**config.mk**
```make
export PLATFORM = sky130hd
export DESIGN_NAME = pipeline_ctrl
export DESIGN_NICKNAME = d
export VERILOG_FILES = /design/src/rtl/pipeline_ctrl.sv
export SDC_FILE = /design/constraint.sdc
export NUM_CORES = 1
export LEC_CHECK = 0
export ABC_CLOCK_PERIOD_IN_PS = 6100
export BUFFER_PORTS_ARGS = -buffer_cell sky130_fd_sc_hd__buf_2
export CAP_MARGIN = 20
export CORE_ASPECT_RATIO = 0.75
export CORE_MARGIN = 2
export CORE_UTILIZATION = 35
export DETAILED_ROUTE_END_ITERATION = 7
export PLACE_DENSITY = 0.58
export SLEW_MARGIN = 20
export SYNTH_ARGS = -nofsm -noshare
export SYNTH_HDL_FRONTEND = slang
export SYNTH_SLANG_ARGS = --single-unit
export TNS_END_PERCENT = 20
```
**constraint.sdc**
```tcl
create_clock -name clk -period 6.1 [get_ports clk]
set_input_delay 0.915 -clock clk [delete_from_list [all_inputs] [get_ports clk]]
set_output_delay 0.915 -clock clk [all_outputs]
set_load 0.01 [all_outputs]
```
**src/rtl/pipeline_ctrl.sv**
```systemverilog
// Hazard and sequencing controller for the 5-stage core: stage enables/flushes,
// PC control, operand forwarding selects and saturating stall/redirect counters.
module pipeline_ctrl #(
    parameter int RA_W  = 5,
    parameter int CNT_W = 32
) (
    input  logic             clk,
    input  logic             reset,
    input  logic             run,
    input  logic             if_valid,
    input  logic [RA_W-1:0]  id_rs1,
    input  logic [RA_W-1:0]  id_rs2,
    input  logic             id_rs1_used,
    input  logic             id_rs2_used,
    input  logic [RA_W-1:0]  id_rd,
    input  logic             id_reg_we,
    input  logic             id_mem_re,
    input  logic             ex_redirect,
    input  logic             mem_busy,
    output logic             pc_en,
    output logic             pc_sel,
    output logic             if_id_en,
    output logic             if_id_flush,
    output logic             id_ex_en,
    output logic             id_ex_flush,
    output logic             ex_mem_en,
    output logic             mem_wb_en,
    output logic [1:0]       fwd_a,
    output logic [1:0]       fwd_b,
    output logic [1:0]       state,
    output logic [CNT_W-1:0] stall_cnt,
    output logic [CNT_W-1:0] flush_cnt
);

    localparam logic [1:0] ST_IDLE     = 2'd0;
    localparam logic [1:0] ST_RUN      = 2'd1;
    localparam logic [1:0] ST_MEM_WAIT = 2'd2;

    logic [1:0]       state_q, state_d;
    logic             ex_valid_q, ex_valid_d, ex_we_q, ex_we_d, ex_load_q, ex_load_d;
    logic [RA_W-1:0]  ex_rd_q, ex_rd_d;
    logic             mem_valid_q, mem_valid_d, mem_we_q, mem_we_d;
    logic [RA_W-1:0]  mem_rd_q, mem_rd_d;
    logic             wb_valid_q, wb_valid_d, wb_we_q, wb_we_d;
    logic [RA_W-1:0]  wb_rd_q, wb_rd_d;
    logic [CNT_W-1:0] stall_cnt_q, stall_cnt_d, flush_cnt_q, flush_cnt_d;

    logic run_ok, active, redir, lu, stall_inc;
    logic m_ex_a, m_mem_a, m_wb_a, m_ex_b, m_mem_b, m_wb_b;

    function automatic logic src_match(input logic v, input logic we,
                                       input logic [RA_W-1:0] rd,
                                       input logic [RA_W-1:0] rs, input logic used);
        return v & we & (rd != '0) & (rd == rs) & used;
    endfunction

    // Youngest producer wins; a load in EX has no result yet, so it cannot forward.
    function automatic logic [1:0] fwd_pick(input logic m_ex, input logic ex_load,
                                            input logic m_mem, input logic m_wb);
        if (m_ex && !ex_load) return 2'd1;
        if (m_mem)            return 2'd2;
        if (m_wb)             return 2'd3;
        return 2'd0;
    endfunction

    always_comb begin
        m_ex_a  = src_match(ex_valid_q,  ex_we_q,  ex_rd_q,  id_rs1, id_rs1_used);
        m_mem_a = src_match(mem_valid_q, mem_we_q, mem_rd_q, id_rs1, id_rs1_used);
        m_wb_a  = src_match(wb_valid_q,  wb_we_q,  wb_rd_q,  id_rs1, id_rs1_used);
        m_ex_b  = src_match(ex_valid_q,  ex_we_q,  ex_rd_q,  id_rs2, id_rs2_used);
        m_mem_b = src_match(mem_valid_q, mem_we_q, mem_rd_q, id_rs2, id_rs2_used);
        m_wb_b  = src_match(wb_valid_q,  wb_we_q,  wb_rd_q,  id_rs2, id_rs2_used);
        run_ok  = reset & run;
        active  = run_ok & (state_q != ST_IDLE) & ~mem_busy;
        redir   = ex_redirect & ex_valid_q;
        lu      = if_valid & ex_load_q & (m_ex_a | m_ex_b);
    end

    always_ff @(posedge clk) begin
        if (!reset) state_q <= ST_IDLE;
        else        state_q <= state_d;
    end

    always_comb begin
        state_d = state_q;
        if (!run)                    state_d = ST_IDLE;
        else if (state_q == ST_IDLE) state_d = ST_RUN;
        else if (mem_busy)           state_d = ST_MEM_WAIT;
        else                         state_d = ST_RUN;
    end

    always_comb begin
        pc_en       = 1'b0;
        pc_sel      = 1'b0;
        if_id_en    = 1'b0;
        if_id_flush = 1'b0;
        id_ex_en    = 1'b0;
        id_ex_flush = 1'b0;
        ex_mem_en   = 1'b0;
        mem_wb_en   = 1'b0;
        fwd_a       = 2'd0;
        fwd_b       = 2'd0;
        state       = ST_IDLE;
        if (reset) begin
            state = state_q;
            fwd_a = fwd_pick(m_ex_a, ex_load_q, m_mem_a, m_wb_a);
            fwd_b = fwd_pick(m_ex_b, ex_load_q, m_mem_b, m_wb_b);
        end
        if (active) begin
            id_ex_en  = 1'b1;
            ex_mem_en = 1'b1;
            mem_wb_en = 1'b1;
            if (redir) begin
                pc_en       = 1'b1;
                pc_sel      = 1'b1;
                if_id_en    = 1'b1;
                if_id_flush = 1'b1;
                id_ex_flush = 1'b1;
            end else if (lu) begin
                id_ex_flush = 1'b1;
            end else begin
                pc_en    = 1'b1;
                if_id_en = 1'b1;
            end
        end
    end

    always_comb begin
        ex_valid_d  = ex_valid_q;
        ex_rd_d     = ex_rd_q;
        ex_we_d     = ex_we_q;
        ex_load_d   = ex_load_q;
        mem_valid_d = mem_valid_q;
        mem_rd_d    = mem_rd_q;
        mem_we_d    = mem_we_q;
        wb_valid_d  = wb_valid_q;
        wb_rd_d     = wb_rd_q;
        wb_we_d     = wb_we_q;
        if (mem_wb_en) begin
            wb_valid_d = mem_valid_q;
            wb_rd_d    = mem_rd_q;
            wb_we_d    = mem_we_q;
        end
        if (ex_mem_en) begin
            mem_valid_d = ex_valid_q;
            mem_rd_d    = ex_rd_q;
            mem_we_d    = ex_we_q;
        end
        if (id_ex_en) begin
            ex_valid_d = if_valid & ~id_ex_flush;
            ex_rd_d    = id_ex_flush ? '0 : id_rd;
            ex_we_d    = id_reg_we & ~id_ex_flush;
            ex_load_d  = id_mem_re & ~id_ex_flush;
        end
        stall_inc   = (run_ok & mem_busy) | (active & ~redir & lu);
        stall_cnt_d = stall_cnt_q;
        flush_cnt_d = flush_cnt_q;
        if (stall_inc && stall_cnt_q != '1)
            stall_cnt_d = stall_cnt_q + CNT_W'(1);
        if (active && redir && flush_cnt_q != '1)
            flush_cnt_d = flush_cnt_q + CNT_W'(1);
    end

    always_ff @(posedge clk) begin
        if (!reset) begin
            ex_valid_q  <= 1'b0;
            ex_rd_q     <= '0;
            ex_we_q     <= 1'b0;
            ex_load_q   <= 1'b0;
            mem_valid_q <= 1'b0;
            mem_rd_q    <= '0;
            mem_we_q    <= 1'b0;
            wb_valid_q  <= 1'b0;
            wb_rd_q     <= '0;
            wb_we_q     <= 1'b0;
            stall_cnt_q <= '0;
            flush_cnt_q <= '0;
        end else begin
            ex_valid_q  <= ex_valid_d;
            ex_rd_q     <= ex_rd_d;
            ex_we_q     <= ex_we_d;
            ex_load_q   <= ex_load_d;
            mem_valid_q <= mem_valid_d;
            mem_rd_q    <= mem_rd_d;
            mem_we_q    <= mem_we_d;
            wb_valid_q  <= wb_valid_d;
            wb_rd_q     <= wb_rd_d;
            wb_we_q     <= wb_we_d;
            stall_cnt_q <= stall_cnt_d;
            flush_cnt_q <= flush_cnt_d;
        end
    end

    assign stall_cnt = stall_cnt_q;
    assign flush_cnt = flush_cnt_q;

endmodule

```
==> impl_metrics.toml, run 1 <==
[run_status]
outcome = "completed"

[synth]
yosysSeqAreaShare = 0.3980
ys_warn_count = 0
syn_nets = 567
synth_top_area_frac = 0.3980
synthArstFlopShare = 0
yosysTopAreaCell = "dfxtp_1"
synth_area_leaders = "dfxtp_1 (40%), xor2_1 (9.3%), nand2_1 (7.0%)"
ys_ff_latch = 88
avgSynthCellArea_um2 = 8.198
ys_types = 48
synthCells = 540
netlist_area_um2 = 4427
synth_edf_count = 0
yosys_most_used_dff = "dfxtp_1"

[setup_path]
r2r_cells = 7
reg2reg_slack_ns = 3.27
cpMaxStageDelayCell = "or2_2"
cp_slowest_stage_delay_ns = 0.52
cp.arrival_ns = 2.65
critPathBufInv = 3
start_kind = "primary input"
criticalPathCategory = "in2out"
cpMostUsedCell = "buf_2"
worstReg2RegEnd = "stall_cnt[7]"
end_kind = "primary output"
reg2reg_from = "stall_cnt[16]"
cp.required_ns = 5.18
path_cells = "buf_2 -> o211ai_1 -> or2_2 -> inv_1 -> buf_2"
cpLargestDelayFamily = "buffers and inverters"
path_max_fanout = 26

[global_route]
globalRouteTotalUtil = 0.1757
grt_pass1_wl_um = 19110
overflow = 0
grt_pass1_vias = 3855
antenna_found_initial = 1
grt_max_degree = 74

[cells_and_area]
fin_nets = 656
diodes = 0
fin_area_um2 = 5360
area_growth_pct = 21.09
final_core_util = 0.4356
finalNonFillerCells = 800
drive_above_1_share = 0.2066

[clock_tree]
cts_hold_buffers = 0
cts_max_path_buffers = 2
cts.sinks = 88
cts_resized = 0
cts.reportedPaths.clkPinSlew_ns = 0.06
cts_tree = "yes"
cts_buffers = 9
clockRootBuffer = "clkbuf_16"
clkLatencyLatePin_ns = 0.33
h-tree-depth = 3
post-cts-setup-buffer-count = 0

[floorplan]
initial_core_util = 0.3597
die-area_um2 = 13570
core_area_um2 = 12310
die_h_um = 101.4
io_pins = 103
rows = 35
die_w_um = 133.9

[power]
power_density_nw_per_um2 = 228.3
power_leakage_nw = 2.174
peakVddDrop_v = 0.0001386
p_total_mw = 1.224

[timing]
finalHoldWorstSlack_ns = 0.4614
rsz0062_at_grt = "no"
final_max_slew_viol_count = 0
fin_crit_sh = 0.5839
maxSlewHeadroom = 0.3703
tns_ns = 0
tightest_slew_ns = 0.9405
setup_viol = 0
fmax_mhz = 280.8
finalHoldViolations = 0
period_minus_slack_ns = 3.561
fin_ws_ns = 2.539
fin_skew_ns = 0.003099

[detailed_routing]
routedWlPerCell_um = 14.71
ant_nets = 0
num_vias = 4125
drt_first_pass_iters = 6
drc = 0
drt_wl_total_um = 11770
drt_iter0_markers = 197
viasPerCell = 5.156

[hold_path]
hold-path-cell-count = 2
min_from = "wb_valid_q"
hold_path.class = "reg2reg"
hold-path-endpoint = "wb_valid_q"

[placement]
finalWeightedCongestion = 0.7942
dpl.hpwl_um = 8599
dp_cells = 784
port_buffers = 102
place_area_um2 = 5037
pre_cts_slack_ns = 2.529

[job]
max_cap_violations = 0
-- cells in the final DEF (no fill, tap or decap), types with 4 or more instances in the layout --
cell type	synthesis	final
nand2_1	82	82
dfxtp_1	88	88
nand2b_1	5	5
xnor2_1	16	16
clkbuf_16	0	9
nor2_1	42	42
mux2i_1	6	6
a21oi_1	49	49
or4_1	13	13
nand4_1	15	15
o21ai_0	14	14
and3_1	15	15
and2_1	9	9
nand3_1	30	30
inv_1	4	4
nor4_1	9	9
and4_1	5	5
xor2_1	47	47
o211ai_1	6	6
nor3_1	7	7
buf_2	2	102
or3_1	13	13
o31ai_1	14	14
-- layer usage --
metal,global-route usage,vias up,share of wire
met4,0.05646,0,0.020
met2,0.2663,111,0.43
met1,0.2447,1912,0.50
met3,0.04555,18,0.055
met5,0,-,0
li1,-,2084,-
-- cell usage after synthesis (2+ instances only) --
| cell type | number |
|---|---|
| or4_1 | 13 |
| o21ai_0 | 14 |
| xor2_1 | 47 |
| nor3_1 | 7 |
| mux2i_1 | 6 |
| nor3b_1 | 2 |
| nand2b_1 | 5 |
| o31ai_1 | 14 |
| nand4_1 | 15 |
| inv_1 | 4 |
| and3_1 | 15 |
| buf_4 | 4 |
| xnor2_1 | 16 |
| o211ai_1 | 6 |
| and4_1 | 5 |
| nand3_2 | 2 |
| ha_1 | 2 |
| or3_1 | 13 |
| and2_1 | 9 |
| buf_2 | 2 |
| nor4_1 | 9 |
| clkbuf_1 | 18 |
| a21oi_1 | 49 |
| dfxtp_1 | 88 |
| nand3_1 | 30 |
| nor2_1 | 42 |
| nand2_1 | 82 |
-- worst min-delay path, stage by stage, from the launching register on --
cell and delay, ns:
dfxtp_1 0.31, nand2_1 0.05, a21oi_1 0.05
-- logic make-up after synthesis --
logic type      count (synthesis)  synth area share
fa+ha+maj                       2          0.005652
simple gates                  257            0.2982
flops                          88            0.3980
buf+inv                        31           0.03194
mux                             6           0.01357
compound gates                 93            0.1280
xor+xnor                       63            0.1246
-- layout make-up --
| type | instances | area (um2) |
|---|---|---|
| clock buffers | 11 | 242.7 |
| multi-input cells | 421 | 2524 |
| inverters | 5 | 18.77 |
| flip-flops and latches | 88 | 1762 |
| clock inverters | 5 | 80.08 |
| well taps | 166 | 207.7 |
| fillers | 1253 | 6945 |
| repair buffers | 104 | 525.5 |
-- where the power goes --
group / leakage [nW] / switching (mW) / total, mW / internal, mW
Sequential: 0.709 / 0.00242 / 0.579 / 0.576
Combinational: 1.31 / 0.0312 / 0.0475 / 0.0162
Clock: 0.152 / 0.228 / 0.598 / 0.370
Total: 2.17 / 0.262 / 1.22 / 0.962
-- how the worst max path moves through the flow --
stage               startpoint  slack [ns]   endpoint  cells after the start
finish                   reset        2.54  ex_mem_en                      5
global route             reset        2.40  mem_wb_en                      5
CTS                      reset        2.53   id_ex_en                      5
detailed placement       reset        2.53   id_ex_en                      5
global placement         reset        2.60  mem_wb_en                      5
floorplan                  run        3.03   id_ex_en                      6
-- sequential cells by signal, indices dropped and copies added, names as in the netlist --
| signal | cells |
|---|---|
| flush_cnt | 32 |
| mem_valid_q | 1 |
| ex_valid_q | 1 |
| state_q | 2 |
| mem_rd_q | 5 |
| ex_load_q | 1 |
| ex_rd_q | 5 |
| ex_we_q | 1 |
| wb_rd_q | 5 |
| wb_valid_q | 1 |
| wb_we_q | 1 |
| stall_cnt | 32 |
| mem_we_q | 1 |
(Power assumes the default switching activity.)
==> inputs of run 2 (changes only) <==
- ABC_CLOCK_PERIOD_IN_PS: 6100 -> 3050
- PLACE_DENSITY: 0.58 -> 0.6
- clock period: 6.1 -> 3.05 ns (I/O delays scaled with it)
==> run 2 against run 1 <==
  * Hold slack worse by 0.094 ns
  * Routed wire length is 2.6% higher
  * Critical endpoint is now stall_cnt[8]
  * Final cell count rose by 0.63%
  * Register-to-register slack worse by 2.9 ns
  * Via count grew 2.6%
  * Critical path type is now reg2reg
==> impl_metrics.toml, run 2 (synthesized netlist as in run 1, its figures left out) <==
[detailed_routing]
viasPerCell = 5.260
drt_wl_total_um = 12070
drt_first_pass_iters = 4
routedWlPerCell_um = 15.00
drc = 0
num_vias = 4234
drt_iter0_markers = 238
ant_nets = 0

[clock_tree]
cts_max_path_buffers = 2
cts_buffers = 9
cts_tree = "yes"
clkLatencyLatePin_ns = 0.33
clockRootBuffer = "clkbuf_16"
h-tree-depth = 3
post-cts-setup-buffer-count = 0
cts_resized = 0
cts.sinks = 88
cts_hold_buffers = 0
cts.reportedPaths.clkPinSlew_ns = 0.07

[timing]
final_max_slew_viol_count = 0
tightest_slew_ns = 0.9192
setup_viol = 0
tns_ns = 0
fin_crit_sh = 0.8844
fmax_mhz = 370.7
rsz0062_at_grt = "no"
finalHoldWorstSlack_ns = 0.3672
maxSlewHeadroom = 0.3872
period_minus_slack_ns = 2.698
fin_skew_ns = 0.007607
finalHoldViolations = 0

[power]
power_leakage_nw = 2.216
power_density_nw_per_um2 = 461.2
p_total_mw = 2.497
peakVddDrop_v = 0.0002843

[global_route]
globalRouteTotalUtil = 0.1816
grt_max_degree = 74
grt_pass1_wl_um = 19980
grt_pass1_vias = 4078
antenna_found_initial = 0
overflow = 0

[cells_and_area]
drive_above_1_share = 0.2144
fin_area_um2 = 5415
diodes = 0
fin_nets = 661
final_cell_mix = "buf_2 (102), dfxtp_1 (88), nand2_1 (82)"
final_common_cell = "buf_2"
num-fill-cells = 1234
area_growth_pct = 22.33

[floorplan]
io_pins = 103
core_area_um2 = 12310
rows = 35
initial_core_util = 0.3597
die_h_um = 101.4
die-area_um2 = 13570
die_w_um = 133.9

[setup_path]
path_max_fanout = 25
criticalPathCategory = "reg2reg"
end_kind = "flip-flop"
start_kind = "flip-flop"
cp.arrival_ns = 2.89
cp.required_ns = 3.24
reg2reg_slack_ns = 0.35

[run_status]
outcome = "completed"

[job]
max_cap_violations = 0

[placement]
port_buffers = 102
dpl.hpwl_um = 8825
place_area_um2 = 5075
finalWeightedCongestion = 0.8603

[hold_path]
hold_path.class = "in2reg"
[run 2: metal layers]
metal / up-vias / GRT usage / wire (um)
met2: 133 / 0.2907 / 5495
met3: 11 / 0.04154 / 745
li1: 2093 / - / -
met1: 1997 / 0.2448 / 5710
met5: - / 0 / 0
met4: 0 / 0.05810 / 123
[run 2: final cells by class]
cell class	count	area [um2]	area share
Clock buffer	12	266.5	0.04921
Inverter	5	18.77	0.003466
Timing Repair Buffer	109	563.0	0.1040
Sequential cell	88	1762	0.3253
Multi-Input combinational cell	421	2524	0.4660
Clock inverter	4	73.82	0.01363
Tap cell	166	207.7	0.03835
[run 2: final timing paths]
path	start	cells past startpoint	endpoint
max	stall_cnt[16]	7	stall_cnt[8]
min	id_rd[0]	3	ex_rd_q[0]
max reg2reg	stall_cnt[16]	7	stall_cnt[8]
min reg2reg	wb_we_q	2	wb_we_q
[run 2: where the power goes]
group | switching [mW] | internal, mW | total [mW] | leakage, nW
clock network | 0.458 | 0.787 | 1.25 | 0.169
logic | 0.0617 | 0.0333 | 0.0950 | 1.34
registers | 0.00479 | 1.15 | 1.16 | 0.709
total | 0.525 | 1.97 | 2.50 | 2.22
[run 2: stage by stage]
step	setup slack (ns)	std cells	utilization
floorplan	0.7710	540	-
global placement	0.2806	789	0.4124
detailed placement	0.2214	789	0.4124
CTS	0.3480	805	0.4401
global route	0.1237	805	0.4401
finish	0.3525	805	0.4401
[run 2: critical path, stage by stage, from the launching register on]
cell and delay [ns]:
dfxtp_1 0.43, and3_1 0.26, nand4_1 0.16, or3_1 0.50
o22ai_2 0.74, buf_4 0.30, or3_1 0.12, a21oi_1 0.06
